$ cat src/rtl/rds_carrier_timebase.sv
// 57 kHz RDS subcarrier NCO with subcarrier-cycle, half-bit and bit strobes.
// All outputs are registered; reset > sync > en in priority.
module rds_carrier_timebase #(
    parameter int unsigned ACC_WIDTH      = 32,
    parameter int unsigned FREQ_INC       = 2176117,
    parameter int unsigned PHASE_BITS     = 10,
    parameter int unsigned CYCLES_PER_BIT = 48
) (
    input  logic                              clk,
    input  logic                              reset,
    input  logic                              en,
    input  logic                              sync,
    output logic [PHASE_BITS-1:0]             phase,
    output logic                              carrier_strobe,
    output logic                              half_strobe,
    output logic                              bit_strobe,
    output logic                              bit_half,
    output logic [$clog2(CYCLES_PER_BIT)-1:0] cycle_cnt
);
    localparam int unsigned        CNT_W    = $clog2(CYCLES_PER_BIT);
    localparam logic [CNT_W-1:0]   CNT_LAST = CNT_W'(CYCLES_PER_BIT - 1);
    localparam logic [CNT_W-1:0]   CNT_MID  = CNT_W'(CYCLES_PER_BIT / 2 - 1);
    localparam logic [ACC_WIDTH:0] INC_EXT  = (ACC_WIDTH + 1)'(FREQ_INC);

    logic [ACC_WIDTH-1:0] acc_q, acc_d;
    logic [CNT_W-1:0]     cnt_q, cnt_d;
    logic                 half_q, half_d;
    logic                 car_q, car_d;
    logic                 hs_q, hs_d;
    logic                 bs_q, bs_d;
    logic [ACC_WIDTH:0]   sum;
    logic                 wrap;

    // The extra MSB of the widened sum is the carry that marks a subcarrier cycle.
    always_comb begin
        sum  = {1'b0, acc_q} + INC_EXT;
        wrap = sum[ACC_WIDTH];
    end

    always_comb begin
        acc_d  = acc_q;
        cnt_d  = cnt_q;
        half_d = half_q;
        car_d  = 1'b0;
        hs_d   = 1'b0;
        bs_d   = 1'b0;
        if (sync) begin
            acc_d  = '0;
            cnt_d  = '0;
            half_d = 1'b0;
        end else if (en) begin
            acc_d = sum[ACC_WIDTH-1:0];
            car_d = wrap;
            if (wrap) begin
                bs_d = (cnt_q == CNT_LAST);
                hs_d = (cnt_q == CNT_LAST) || (cnt_q == CNT_MID);
                if (cnt_q == CNT_LAST) begin
                    cnt_d  = '0;
                    half_d = 1'b0;
                end else begin
                    cnt_d = cnt_q + 1'b1;
                    if (cnt_q == CNT_MID) begin
                        half_d = 1'b1;
                    end
                end
            end
        end
    end

    always_ff @(posedge clk) begin
        if (reset) begin
            acc_q  <= '0;
            cnt_q  <= '0;
            half_q <= 1'b0;
            car_q  <= 1'b0;
            hs_q   <= 1'b0;
            bs_q   <= 1'b0;
        end else begin
            acc_q  <= acc_d;
            cnt_q  <= cnt_d;
            half_q <= half_d;
            car_q  <= car_d;
            hs_q   <= hs_d;
            bs_q   <= bs_d;
        end
    end

    assign phase          = acc_q[ACC_WIDTH-1 -: PHASE_BITS];
    assign cycle_cnt      = cnt_q;
    assign bit_half       = half_q;
    assign carrier_strobe = car_q;
    assign half_strobe    = hs_q;
    assign bit_strobe     = bs_q;
endmodule

$ cat config.mk
export PLATFORM = sky130hd
export DESIGN_NAME = rds_carrier_timebase
export DESIGN_NICKNAME = d
export VERILOG_FILES = /design/src/rtl/rds_carrier_timebase.sv
export SDC_FILE = /design/constraint.sdc
export NUM_CORES = 1
export LEC_CHECK = 0
export ABC_CLOCK_PERIOD_IN_PS = 3900
export CORE_UTILIZATION = 60
export CTS_CLUSTER_DIAMETER = 200
export CTS_CLUSTER_SIZE = 30
export DETAILED_ROUTE_END_ITERATION = 10
export PLACE_DENSITY = 0.84
export SKIP_LAST_GASP = 1
export SLEW_MARGIN = 20
export SYNTH_ARGS = -nofsm -noshare
export SYNTH_HDL_FRONTEND = slang
export SYNTH_SLANG_ARGS = --single-unit
export TNS_END_PERCENT = 100
$ cat constraint.sdc
create_clock -name clk -period 3.9 [get_ports clk]
set_input_delay 0.39 -clock clk [delete_from_list [all_inputs] [get_ports clk]]
set_output_delay 0.39 -clock clk [all_outputs]
set_load 0.005 [all_outputs]
==> results of run 1 <==
-- routing by layer --
layer	GRT usage (%)	share of wire, %	wire [µm]	up-vias
met3	6.21	4.5	197	7
met4	10.2	1.7	74	0
met1	29.9	47	2020	844
met5	0	0	0	-
met2	40.4	47	2040	45
li1	-	-	-	918
-- cells by family after synthesis --
family / after synthesis / synth area share [%]
AOI/OAI and AO/OA: 72 / 22.3
adders and majority gates: 2 / 1.17
DFF: 42 / 39.2
buffers and inverters: 25 / 6.36
and+or+nand+nor: 91 / 22.6
xor gates and xnor gates: 18 / 7.35
muxes: 2 / 0.934
-- worst max-delay path by stage --
| stage | startpoint | to | slack [ps] | depth (start not counted) |
|---|---|---|---|---|
| floorplan | acc_q[0] | cycle_cnt[3] | 2100 | 7 |
| CTS | acc_q[0] | cycle_cnt[4] | 1540 | 6 |
| finish | acc_q[0] | cycle_cnt[4] | 1530 | 6 |
| global placement | en | acc_q[25] | 1510 | 6 |
| global route | acc_q[0] | cycle_cnt[4] | 1320 | 6 |
| detailed placement | en | acc_q[25] | 1410 | 6 |
-- synthesized netlist by cell type (3+ instances only) --
library cell,instances
clkbuf_1,4
a21oi_1,23
nor2_1,30
xor2_1,11
xnor2_1,7
dfxtp_1,42
buf_4,11
inv_1,6
a211oi_1,5
or3_1,16
nand4_1,3
nand2_1,15
o21ai_0,24
nand3_1,10
o211ai_1,4
-- critical path, stage by stage (launching register included) --
cell	delay, ps
dfxtp_1	410
ha_1	240
o21ai_2	100
a211oi_2	710
o2111ai_4	260
or4_1	450
a21oi_1	130
-- power groups by stage --
stage               logic [µW]  registers [µW]  clock network (µW)
floorplan                 47.3             453                   0
global placement          59.7             454                   0
detailed placement        60.5             455                   0
CTS                       61.3             445                 281
global route              68.1             447                 299
finish                    61.8             445                 279
-- per-stage QoR --
stage	hold slack, ps	utilization [%]	total power (µW)	instances	worst slack (ps)
floorplan	467	-	500	252	2100
detailed placement	470	68.7	515	304	1410
global route	542	71.1	814	312	1320
finish	487	71.1	786	312	1530
CTS	487	71.1	788	312	1540
global placement	469	68.7	514	304	1510
-- registers in the layout, indices dropped and copies added (netlist names) --
| name | cells |
|---|---|
| carrier_strobe | 1 |
| bit_half | 1 |
| acc_q | 32 |
| bit_strobe | 1 |
| cycle_cnt | 6 |
| half_strobe | 1 |
-- final cells by class --
type | count | share of cell area, %
Multi-Input combinational cell | 185 | 48.5
Tap cell | 46 | 2.39
Sequential cell | 42 | 34.9
Clock buffer | 6 | 1.71
Clock inverter | 2 | 1.56
Timing Repair Buffer | 24 | 9.87
Inverter | 7 | 1.09
==> metrics.cfg, run 1 <==
[run_status]
status=completed

[route]
vias=1814
drtAntennaViolNets=0
dr.pass1.iters=4
drt-total-wl_mm=4.33
post-route-drc-count=0
drt_iter0_markers=126
post_drt_wl_per_cell_um=13.9
via_per_inst=5.81

[setup_path]
reg2reg_slack_ps=1530
endpoint_kind=register
cp_max_fo=11
reg2reg_from=acc_q[0]
startpoint_type=register
reg2reg_to=cycle_cnt[4]
arrival_ps=2660
critPathKind=reg -> reg
reg2reg_depth=6
crit_required_ps=4190

[synth]
synth_cell_type_count=47
ys_ff_latch=42
synth_edf_count=0
netlist.area_leader.share_pct=39.2
avgSynthCellArea_um2=8.51
synth_area_um2=2140
ys_seq_area_share_pct=39.2
synth_fp_nets=258
synthTopCellsByArea=dfxtp_1 39%, o21ai_0 5.6%, a21oi_1 5.4%
synth_warnings=0
yosysTopAreaCell=dfxtp_1
async_reset_ff_share_pct=0
synth_flop_cell=dfxtp_1
netlist_instances=252

[placement]
dp_hpwl_mm=2.95
io_buffer_count=23
place_congestion=0.822
placed_area_um2=2330

[layout]
diodes=0
syn2layout_area_growth_pct=12.3
final_common_cell=dfxtp_1
num-fill-cells=253
final_nets=271
drive_gt1_share_pct=9.77
seqCellArea_um2=841
multi_input_area_um2=1170
final_cell_area_um2=2410
layout_common_cells=42 x dfxtp_1, 30 x nor2_1, 24 x o21ai_0

[pwr]
leakagePower_uw=0.000772
p_sw_share_pct=24.3
combPwrFrac_pct=7.9
vdd_drop_max_v=0.000199
internal_power_uw=595
clkPwrFrac_pct=35.5
p_per_area_nw_per_um2=326
p_sw_uw=191
p_seq_share_pct=56.7

[cts]
ctsResizeCount=0
clkSinkCount=42
cts_hold_buffers=0
clock_path_buffers=2
cts.clk_slew.worst_paths_ps=130
cts_max_level=2
clkLatencyLatePin_ps=350
cts_setup_buffers=0
cts_tree=done
cts_buffers=5
root_buffer=clkbuf_4

[timing]
slew_viol_final=0
fmax_mhz=422
fin_crit_sh_pct=60.8
fin_worst_skew_ps=7.68
hold_violations=0
min_period_ps=2370
tightest_slew_ps=792
rsz0062_at_grt=no
final-setup-viol-count=0
relSlewSlack_pct=47.1
tns_ps=0

[floorplan]
rows=21
dieArea_um2=3820
die_width_um=61.8
start_util_pct=63.3
core_area_um2=3390
io_pins=24
chipHeight_um=61.8

[global_routing]
grt_pass1_vias=1600
overflow=0
grt.total_usage_pct=24.3
antenna_found_initial=0
grt_pass1_wl_mm=6.88
grt_max_degree=39

[run]
max_cap_violations=0

[hold_path]
hold_path_class=reg -> reg
whs_path_depth=2
holdPathEnd=bit_half
min_from=bit_half

Power figures use the tool's default switching activity.
==> run 2: changes to the inputs <==
--- a/config.mk
+++ b/config.mk
@@ -5,12 +5,12 @@
 export SDC_FILE = /design/constraint.sdc
 export NUM_CORES = 1
 export LEC_CHECK = 0
-export ABC_CLOCK_PERIOD_IN_PS = 3900
-export CORE_UTILIZATION = 60
+export ABC_CLOCK_PERIOD_IN_PS = 2000
+export CORE_UTILIZATION = 50
 export CTS_CLUSTER_DIAMETER = 200
 export CTS_CLUSTER_SIZE = 30
 export DETAILED_ROUTE_END_ITERATION = 10
-export PLACE_DENSITY = 0.84
+export PLACE_DENSITY = 0.75
 export SKIP_LAST_GASP = 1
 export SLEW_MARGIN = 20
 export SYNTH_ARGS = -nofsm -noshare
==> constraint.sdc (replaced) <==
create_clock -name clk -period 2 [get_ports clk]
set_input_delay 0.2 -clock clk [delete_from_list [all_inputs] [get_ports clk]]
set_output_delay 0.2 -clock clk [all_outputs]
set_load 0.005 [all_outputs]
==> metrics.cfg, run 2 (synthesized netlist as in run 1, its figures left out) <==
[layout]
syn2layout_area_growth_pct=19.5
final_common_cell=dfxtp_1
drive_gt1_share_pct=16.7
final_nets=287
final_cell_area_um2=2560
num-fill-cells=344
largest_reg_flops=32
layout_common_cells=39 x dfxtp_1, 30 x nor2_1, 24 x o21ai_0
diodes=0
top_register=acc_q

[timing]
rsz0062_at_grt=yes
slew_viol_final=0
tns_ps=0
fmax_mhz=514
tightest_slew_ps=495
hold_violations=0
setup_ws_ps=55.0
fin_crit_sh_pct=97.3
relSlewSlack_pct=66.8
final-setup-viol-count=0
fin_worst_skew_ps=2.73
min_period_ps=1950

[setup_path]
startpoint_type=register
crit_required_ps=2220
arrival_ps=2170
cp_max_fo=6
reg2reg_from=acc_q[13]
reg2reg_to=acc_q[29]
critPathKind=reg -> reg
reg2reg_slack_ps=50
reg2reg_depth=6
endpoint_kind=register

[route]
post_drt_wl_per_cell_um=13.6
drtAntennaViolNets=0
post-route-drc-count=0
drt-total-wl_mm=4.52
vias=1834
dr.pass1.iters=5
drt_iter0_markers=123
via_per_inst=5.52

[global_routing]
grt_pass1_wl_mm=7.19
grt.total_usage_pct=20.7
grt_pass1_vias=1587
antenna_found_initial=0
overflow=0
grt_max_degree=20

[floorplan]
io_pins=24
chipHeight_um=67.5
core_area_um2=4060
rows=23
dieArea_um2=4550
start_util_pct=52.9
die_width_um=67.5

[cts]
clkLatencyLatePin_ps=290
cts.clk_slew.worst_paths_ps=80
cts_tree=done
cts_hold_buffers=0
clkSinkCount=42
cts_max_level=2
cts_buffers=5
root_buffer=clkbuf_8
clock_path_buffers=2

[pwr]
vdd_drop_max_v=0.000362
p_per_area_nw_per_um2=612
finalPower_uw=1570
leakagePower_uw=0.000861

[run]
max_cap_violations=0

[placement]
placed_area_um2=2430
io_buffer_count=23
place_congestion=0.793
place_ws_ps=71.4
dp_hpwl_mm=3.13

[hold_path]
min_from=cycle_cnt[1]
hold_path_class=reg -> reg
holdPathEnd=cycle_cnt[1]
whs_path_depth=2

[run_status]
status=completed

## run 2: worst max path at each step
stage / depth (start not counted) / end / slack (ps) / start
3_5_place_dp: 6 / cycle_cnt[4] / 70 / en
2_1_floorplan: 7 / cycle_cnt[3] / 200 / acc_q[0]
5_1_grt: 7 / cycle_cnt[4] / -8 / acc_q[1]
3_3_place_gp: 7 / acc_q[25] / 90 / en
6_report: 6 / acc_q[29] / 50 / acc_q[13]
4_1_cts: 6 / acc_q[29] / 90 / acc_q[10]
## run 2: area by class of cell
cell class	instances	area (µm²)	share of cell area [%]
flip-flops and latches	42	847	33.0
inverters	7	26.3	1.02
clock inverters	1	5.00	0.195
repair buffers	40	362	14.1
multi-input cells	185	1170	45.8
clock buffers	7	86.3	3.37
well taps	50	62.6	2.44
## run 2: worst max-delay path, cell delays in order (launching register included)
cell	delay, ps
dfxtp_2	340
or3_4	410
nor4_4	390
a211oi_2	120
buf_4	180
or3_1	310
a21oi_1	140
## run 2: routing by layer
layer / up-vias / wire length [µm] / share of wire, % / global-route usage, %
li1: 952 / - / - / -
met1: 840 / 2260 / 50 / 27.0
met2: 32 / 2020 / 45 / 32.8
met3: 10 / 154 / 3.4 / 5.24
met4: 0 / 83 / 1.8 / 7.45
met5: - / 0 / 0 / 0
## run 2: what timing repair did
| item | in CTS | in global routing |
|---|---|---|
| setup endpoints to repair | 0 | 3 |
| gates resized for setup | 0 | 7 |
| buffers inserted | 0 | 3 |
## run 2: power by group
part / switching, µW / leakage (µW) / total, µW / internal [µW]
combinational: 78.7 / 0.000472 / 141 / 62.2
sequential: 17.7 / 0.000341 / 866 / 849
clock: 282 / 0.0000482 / 561 / 279
## run 2: stage by stage
stage | std cells | utilization (%) | hold WS (ps)
after global placement | 321 | 59.9 | 471
after CTS | 329 | 62.2 | 492
after detailed placement | 321 | 59.9 | 479
final | 332 | 63.2 | 489
after floorplan | 252 | - | 376
after global routing | 332 | 63.2 | 533
==> run 3: changes to the inputs <==
--- a/config.mk
+++ b/config.mk
@@ -5,12 +5,13 @@
 export SDC_FILE = /design/constraint.sdc
 export NUM_CORES = 1
 export LEC_CHECK = 0
+export ABC_AREA = 1
 export ABC_CLOCK_PERIOD_IN_PS = 2000
-export CORE_UTILIZATION = 50
+export CORE_UTILIZATION = 52
 export CTS_CLUSTER_DIAMETER = 200
 export CTS_CLUSTER_SIZE = 30
 export DETAILED_ROUTE_END_ITERATION = 10
-export PLACE_DENSITY = 0.75
+export PLACE_DENSITY = 0.76
 export SKIP_LAST_GASP = 1
 export SLEW_MARGIN = 20
 export SYNTH_ARGS = -nofsm -noshare
==> metrics.cfg, run 3 <==
[setup_path]
reg2reg_depth=10
reg2reg_slack_ps=240
path_cells=ha_1 > nor2_1 > nor2_2 > nor2_1 > nor2_2 > nand2_1 > nand2_4 > nand2_1 > o21ai_0 > nor2_1
startpoint_type=register
critPathKind=reg -> reg
crit_required_ps=2200
arrival_ps=1960
cp_max_fo=13
crit_slowest_cell=dfxtp_1
endpoint_kind=register
reg2reg_to=cycle_cnt[2]
reg2reg_from=acc_q[0]
path_buf_inv=0
worst_path_largest_cell_delay_ps=420
crit_family=simple AND/OR/NAND/NOR gates
crit_top_cell=nor2_1

[synth]
netlist_instances=438
synth_flop_cell=dfxtp_1
netlist_top_cells_count=121 x nand2_1, 77 x nor2_1, 44 x nand3_1
synthTopCellsByArea=dfxtp_1 32%, nand2_1 17%, nor2_1 11%
ys_seq_area_share_pct=32.2
synth_warnings=0
synth_cell_type_count=27
synth_area_um2=2610
synth_edf_count=0
avgSynthCellArea_um2=5.97
yosysMostFrequentCell=nand2_1
async_reset_ff_share_pct=0
synth_fp_nets=444
ys_ff_latch=42
yosysTopAreaCell=dfxtp_1
netlist.area_leader.share_pct=32.2

[cts]
cts_hold_buffers=0
clkLatencyLatePin_ps=300
root_buffer=clkbuf_8
cts_setup_buffers=0
clock_path_buffers=2
clkSinkCount=42
cts_tree=done
cts_max_level=2
cts_buffers=5
cts.clk_slew.worst_paths_ps=90

[pwr]
p_seq_share_pct=50.7
internal_power_uw=1270
p_per_area_nw_per_um2=576
combPwrFrac_pct=8.8
p_sw_share_pct=25.6
vdd_drop_max_v=0.000420
clkPwrFrac_pct=40.5
p_sw_uw=438
leakagePower_uw=0.00116

[floorplan]
chipHeight_um=72.9
dieArea_um2=5310
core_area_um2=4790
die_width_um=72.9
start_util_pct=54.6
io_pins=24
rows=25

[global_routing]
grt_max_degree=31
antenna_found_initial=0
grt.total_usage_pct=25.6
grt_pass1_vias=2443
grt_pass1_wl_mm=10.7
overflow=0

[timing]
hold_violations=0
setup_ws_ps=242
fin_crit_sh_pct=87.9
min_period_ps=1760
slew_viol_final=0
fin_worst_skew_ps=8.08
fmax_mhz=569
relSlewSlack_pct=71.8
rsz0062_at_grt=no
tightest_slew_ps=419
tns_ps=0
final-setup-viol-count=0

[hold_path]
hold_path_class=reg -> reg
min_from=cycle_cnt[4]
holdPathEnd=cycle_cnt[4]
whs_path_depth=2

[route]
drt-total-wl_mm=6.35
dr.pass1.iters=5
vias=2797
post-route-drc-count=0
drt_iter0_markers=190
post_drt_wl_per_cell_um=12.1
via_per_inst=5.35
drtAntennaViolNets=0

[placement]
io_buffer_count=23
dp_hpwl_mm=4.79
place_congestion=0.971
place_ws_ps=217

[layout]
final_common_cell=nand2_1
largest_reg_flops=32
final_nets=461
top_register=acc_q
drive_gt1_share_pct=5.70
syn2layout_area_growth_pct=13.5
layout_common_cells=121 x nand2_1, 76 x nor2_1, 44 x nand3_1
diodes=0

[run_status]
status=completed

[run]
max_cap_violations=0

## run 3: cell count changes after synthesis, sizes merged, moves of 7 or more
| cell | change |
|---|---|
| or3 | -17 |
| nand3 | +33 |
| inv | +40 |
| xor2 | -11 |
| a211oi | -7 |
| a21oi | +10 |
| nor2 | +51 |
| nand2 | +107 |
## run 3: worst max path at each step
| stage | endpoint | slack [ps] | cells past startpoint | startpoint |
|---|---|---|---|---|
| 2_1_floorplan | bit_half | 530 | 12 | acc_q[0] |
| 3_3_place_gp | cycle_cnt[2] | 270 | 10 | acc_q[0] |
| 3_5_place_dp | bit_half | 220 | 10 | acc_q[0] |
| 4_1_cts | bit_half | 210 | 10 | acc_q[0] |
| 5_1_grt | cycle_cnt[2] | 30 | 10 | acc_q[0] |
| 6_report | cycle_cnt[2] | 240 | 10 | acc_q[0] |
## run 3: final cells by class
cell class,count,area [µm²]
Fill cell,464,1820
Multi-Input combinational cell,332,1490
Sequential cell,42,841
Timing Repair Buffer,28,268
Inverter,46,173
Tap cell,67,83.8
Clock buffer,5,68.8
Clock inverter,3,43.8
## run 3: through the flow
step / instances / hold slack (ps) / utilization, % / power [µW] / cell area (µm²)
floorplan: 438 / 414 / - / 988 / 2610
global placement: 515 / 490 / 59.6 / 1030 / 2850
detailed placement: 515 / 504 / 59.6 / 1030 / 2850
CTS: 523 / 517 / 61.9 / 1720 / 2960
global route: 523 / 541 / 62.0 / 1780 / 2970
finish: 523 / 513 / 62.0 / 1710 / 2970
## run 3: logic make-up (layout without fill, tap and decap cells)
family / count (synthesis) / count (layout) / share of synthesized area (%)
AO/OA/AOI/OAI: 58 / 58 / 11.3
XOR/XNOR: 1 / 1 / 0.335
adder cells (fa/ha/maj): 2 / 2 / 0.957
buffers and inverters: 64 / 82 / 11.1
flip-flops: 42 / 42 / 32.2
AND/OR/NAND/NOR: 271 / 271 / 44.1
## run 3: worst register-to-register path: stages (launching register included)
cell	delay (ps)
dfxtp_1	420
ha_1	230
nor2_1	60
nor2_2	170
nor2_1	80
nor2_2	100
nand2_1	90
nand2_4	150
nand2_1	130
o21ai_0	180
nor2_1	50
## run 3: repair_timing
item                       CTS  global route
setup endpoints to repair    0             1
gates resized for setup      0             1
hold endpoints to repair     0             0
## run 3: layer usage
metal / global-route usage [%] / routed length, µm
met5: 0 / 0
met4: 7.63 / 65
met3: 3.45 / 296
met2: 42.4 / 2930
met1: 34.7 / 3060
## run 3: power by group through the flow
stage | clock network (µW) | logic, µW | registers [µW]
floorplan | 0 | 106 | 882
global placement | 0 | 145 | 886
detailed placement | 0 | 147 | 886
CTS | 706 | 148 | 867
global route | 737 | 171 | 869
finish | 692 | 150 | 867
